<file path="src/rtl/nibble_serial_add_ctrl.sv">
// nibble_serial_add_ctrl: adds two 4*NIBBLES-bit operands one nibble per
// cycle through a single 4-bit ripple adder, LSB nibble first.
//
// Ports:
//   clk, rst    clock; synchronous active-high reset
//   start       request, honoured only when idle
//   a, b, cin   operands and carry-in, latched when start is accepted
//   busy        high while nibbles are being summed
//   done        one-cycle pulse when sum/cout update
//   sum, cout   last completed result, never a partial one
//
// Optional build macro: SERIAL_ADD_SUB_EN adds input 'sub'. When it is
// latched high the result is a - b and cout=1 means no borrow.

module full4Adder (
  input  logic [3:0] a,
  input  logic [3:0] b,
  input  logic       cin,
  output logic [3:0] s,
  output logic       cout
);

  logic [4:0] c;

  always_comb begin
    s    = '0;
    c    = '0;
    c[0] = cin;
    for (int i = 0; i < 4; i++) begin
      s[i]   = a[i] ^ b[i] ^ c[i];
      c[i+1] = (a[i] & b[i]) | (c[i] & (a[i] ^ b[i]));
    end
    cout = c[4];
  end

endmodule

module nibble_serial_add_ctrl #(
  parameter int NIBBLES = 4
) (
  input  logic                   clk,
  input  logic                   rst,
  input  logic                   start,
  input  logic [4*NIBBLES-1:0]   a,
  input  logic [4*NIBBLES-1:0]   b,
  input  logic                   cin,
`ifdef SERIAL_ADD_SUB_EN
  input  logic                   sub,
`endif
  output logic                   busy,
  output logic                   done,
  output logic [4*NIBBLES-1:0]   sum,
  output logic                   cout
);

  localparam int W  = 4 * NIBBLES;
  localparam int IW = (NIBBLES > 1) ? $clog2(NIBBLES) : 1;
  localparam logic [IW-1:0] LAST = IW'(NIBBLES - 1);

  typedef enum logic [1:0] {
    IDLE = 2'd0,
    RUN  = 2'd1,
    DONE = 2'd2
  } state_t;

  state_t state_q;
  state_t state_d;

  logic [W-1:0]  a_sh;
  logic [W-1:0]  b_sh;
  logic [W-1:0]  wsum_q;
  logic [W-1:0]  wsum_nx;
  logic [IW-1:0] idx_q;
  logic          carry_q;

  logic          accept;
  logic          step;
  logic          last;

  logic [3:0]    add_a;
  logic [3:0]    add_b;
  logic [3:0]    add_s;
  logic          add_co;
  logic          cin_eff;

`ifdef SERIAL_ADD_SUB_EN
  logic          sub_q;

  // Subtraction is a + ~b + 1: invert every b nibble, force carry-in.
  assign add_b   = b_sh[3:0] ^ {4{sub_q}};
  assign cin_eff = sub ? 1'b1 : cin;
`else
  assign add_b   = b_sh[3:0];
  assign cin_eff = cin;
`endif

  assign add_a = a_sh[3:0];

  full4Adder u_add (
    .a    (add_a),
    .b    (add_b),
    .cin  (carry_q),
    .s    (add_s),
    .cout (add_co)
  );

  // Each nibble result enters from the top; after NIBBLES steps the
  // first nibble has reached bit 0.
  generate
    if (NIBBLES == 1) begin : g_one
      assign wsum_nx = add_s;
    end else begin : g_many
      assign wsum_nx = {add_s, wsum_q[W-1:4]};
    end
  endgenerate

  always_comb begin
    state_d = state_q;
    busy    = 1'b0;
    done    = 1'b0;
    accept  = 1'b0;
    step    = 1'b0;
    last    = 1'b0;
    unique case (state_q)
      IDLE: begin
        if (start) begin
          accept  = 1'b1;
          state_d = RUN;
        end
      end
      RUN: begin
        busy = 1'b1;
        step = 1'b1;
        if (idx_q == LAST) begin
          last    = 1'b1;
          state_d = DONE;
        end
      end
      DONE: begin
        done    = 1'b1;
        state_d = IDLE;
      end
      default: begin
        state_d = IDLE;
      end
    endcase
  end

  always_ff @(posedge clk) begin
    if (rst) begin
      state_q <= IDLE;
      a_sh    <= '0;
      b_sh    <= '0;
      wsum_q  <= '0;
      idx_q   <= '0;
      carry_q <= 1'b0;
      sum     <= '0;
      cout    <= 1'b0;
`ifdef SERIAL_ADD_SUB_EN
      sub_q   <= 1'b0;
`endif
    end else begin
      state_q <= state_d;
      if (accept) begin
        a_sh    <= a;
        b_sh    <= b;
        carry_q <= cin_eff;
        idx_q   <= '0;
        wsum_q  <= '0;
`ifdef SERIAL_ADD_SUB_EN
        sub_q   <= sub;
`endif
      end else if (step) begin
        a_sh    <= a_sh >> 4;
        b_sh    <= b_sh >> 4;
        carry_q <= add_co;
        wsum_q  <= wsum_nx;
        idx_q   <= idx_q + IW'(1);
        if (last) begin
          sum  <= wsum_nx;
          cout <= add_co;
        end
      end
    end
  end

endmodule

</file>
<file path="config.mk">
export PLATFORM = sky130hd
export DESIGN_NAME = nibble_serial_add_ctrl
export DESIGN_NICKNAME = d
export VERILOG_FILES = /design/src/rtl/nibble_serial_add_ctrl.sv
export SDC_FILE = /design/constraint.sdc
export NUM_CORES = 1
export LEC_CHECK = 0
export CAP_MARGIN = 20
export CORE_AREA = 2 2 74 76
export DETAILED_ROUTE_END_ITERATION = 6
export DIE_AREA = 0 0 76 78
export PLACE_DENSITY = 0.93
export SLEW_MARGIN = 20
export SYNTH_ARGS = -nofsm -noshare
export SYNTH_HDL_FRONTEND = slang
export SYNTH_SLANG_ARGS = --single-unit
export TNS_END_PERCENT = 50
</file>
<file path="constraint.sdc">
create_clock -name clk -period 5.6 [get_ports clk]
set_input_delay 1.12 -clock clk [delete_from_list [all_inputs] [get_ports clk]]
set_output_delay 1.12 -clock clk [all_outputs]
set_load 0.005 [all_outputs]
</file>
==> flow_summary.yaml <==
floorplan:
  start_util_pct: 54.0
  io_pins: 55
  die-height_microns: 78
  fp.dieArea_sq_um: 5930
  fp-row-count: 26
  fp.dieW_microns: 76
  core_sq_um: 5040
worst_setup_path:
  cp_slowest_cell: "dfxtp_1"
  reg2reg_to: "sum[15]"
  ff2ff_setup_slack_ns: 3.36
  worstPathRequired_ns: 4.48
  r2r_cells: 8
  r2r_start: "a_sh[0]"
  end_kind: "output pin"
  cp-start-kind: "register"
  cp_cell_sequence: "nand2b_1 -> inv_2 -> clkdlybuf4s50_1"
  cpPeakStageDelay_ns: 0.63
  critical_path_class: "reg2out"
  crit_start: "state_q[0]"
  worstPathArrival_ns: 2.18
  critPathCapture: "busy"
  crit_fanout: 33
yosys:
  synth_edf_count: 0
  synth_top_area_cell: "dfxtp_1"
  synth-main-ff-cell: "dfxtp_1"
  ys_ff_latch: 66
  synthTopCellsByArea: "dfxtp_1 (49%), nand2_1 (10%), a21oi_1 (9.0%), a211oi_1 (7.7%), nor2_1 (5.0%)"
  synth_nets: 365
  yosysSeqAreaShare_pct: 48.6
  ys_top_cells_by_count: "nand2_1 (75), dfxtp_1 (66), a21oi_1 (49), nor2_1 (36), a211oi_1 (28)"
  synth_cells: 324
  yosysWarnings: 0
  synth_top_area_share_pct: 48.6
  synth_area_sq_um: 2720
  async_reset_ff_share_pct: 0
  synth_most_common_cell: "nand2_1"
  syn_area_per_cell_sq_um: 8.40
  synth.distinct_cells: 32
sta:
  finalCriticalPeriod_ns: 3.30
  fin_skew_ns: 0.00479
  drv_slew: 0
  setup_ws_ns: 2.30
  hold_ws_ns: 0.451
  max_freq_mhz: 303
  slew_headroom_pct: 35.0
  period_share_pct: 59.0
  setup_violations: 0
  fin_tns_setup_ns: 0
  worstMarginPinSlew_ns: 0.975
  rsz0062_at_grt: "false"
  hold_viol: 0
layout:
  final_layout_size_suffix_gt1_share_pct: 6.22
  area_growth_pct: 24.2
  final_cell_area_sq_um: 3380
  fin_nets: 407
  fin_util_pct: 67.0
  finalNonFillerCells: 440
  n_antenna_cell: 0
power_and_ir_drop:
  p_leak_nw: 1.19
  ir_drop_mv: 0.190
  finalPower_mw: 1.02
  pwr_density_cell_nw_per_um2: 302
global_route:
  track_usage_pct: 20.6
  antenna_found_initial: 0
  grt_max_degree: 54
  grt_pass1_wl_microns: 9720
  first_global_vias: 2189
  overflow: 0
place:
  dp_cells: 425
  place_congestion: 0.813
  hpwlAfterDp_microns: 3880
  pre_cts_slack_ns: 2.53
  dpl_cell_area_sq_um: 3190
  io_buffers: 54
cts:
  root_buffer: "clkbuf_8"
  cts_buffer_depth: 2
  post_cts_buffers: 0
  hold_buffers: 0
  clock_insertion_delay_worst_skew_ns: 0.34
  htree_num_levels: 3
  cts_tree: "yes"
  cts.reportedPaths.clkPinSlew_ns: 0.07
  clock-sinks: 66
  cts_buffers: 9
  cts-resized-gates: 0
status:
  status: "finished, final reports clean"
drt:
  routed_via_density: 5.30
  first_iter_violations: 216
  post_drt_wl_per_cell_microns: 13.1
  drc_errors: 0
  postRouteAntennaNets: 0
  dr_total_vias: 2331
  routed_wl_microns: 5780
  firstDrtPassIters: 4
job:
  max_cap_violations: 0
min_path:
  hold_class: "reg2reg"
## cells in the final DEF, fill, tap and decap left out, drive strengths merged
cell,count
clkinv,3
fa,4
inv,9
nand2b,2
buf,2
clkdlybuf4s50,53
clkbuf,12
nor3b,1
o22ai,4
xnor2,1
bufinv,1
ha,1
nor2,38
and3b,1
or3b,1
or2b,1
o21ai,1
dfxtp,66
nand3b,1
nand3,8
a211oi,30
o21a,1
a21oi,49
o21ba,1
o2bb2ai,4
nand2,75
## report_power, final
part / switching (mW) / internal (mW) / total, mW
clock: 0.171 / 0.214 / 0.385
sequential: 0.0166 / 0.493 / 0.510
combinational: 0.0670 / 0.0574 / 0.124
total: 0.255 / 0.765 / 1.02
## cells by family (layout without fill, tap and decap cells)
group	after synthesis	count (layout)	synth area share [%]
buf+inv	34	80	7.17
flops	66	66	48.6
compound gates	90	90	20.7
xor+xnor	1	1	0.322
simple gates	128	128	19.9
fa+ha+maj	5	5	3.40
## worst min path at each step
stage / cells past startpoint / from / end / slack, ns
floorplan: 2 / wsum_q[4] / sum[0] / 0.43
CTS: 2 / wsum_q[4] / sum[0] / 0.45
detailed placement: 2 / sum[10] / sum[10] / 0.45
global route: 2 / sum[9] / sum[9] / 0.47
global placement: 2 / sum[9] / sum[9] / 0.44
finish: 2 / wsum_q[4] / sum[0] / 0.45
## flip-flops by register name (all words and copies together) (netlist names)
register / flops
state_q: 2
wsum_q: 12
a_sh: 16
b_sh: 16
sum: 16
cout: 1
idx_q: 2
carry_q: 1
## routing by layer
metal / wire length [microns] / share of wire [%] / up-vias / global-route usage [%]
met5: 0 / 0 / - / 0
met4: 117 / 2.0 / 0 / 10.2
met3: 328 / 5.7 / 11 / 6.05
met2: 2830 / 49 / 86 / 33.3
met1: 2510 / 43 / 1058 / 25.3
li1: - / - / 1176 / -
## worst max-delay path: cells and delay by family (launching register included)
family / cells / cell delay (ns)
buffers and inverters: 2 / 1.04
DFF: 1 / 0.63
and+or+nand+nor: 1 / 0.17
## final cells by class
| class | count | area, sq um |
|---|---|---|
| timing repair buffer | 55 | 543 |
| tap | 70 | 87.6 |
| sequential | 66 | 1320 |
| multi-input combinational | 224 | 1200 |
| clock buffer | 12 | 145 |
| fill | 410 | 1660 |
| clock inverter | 3 | 40.0 |
| inverter | 10 | 37.5 |
Power figures use the tool's default switching activity.
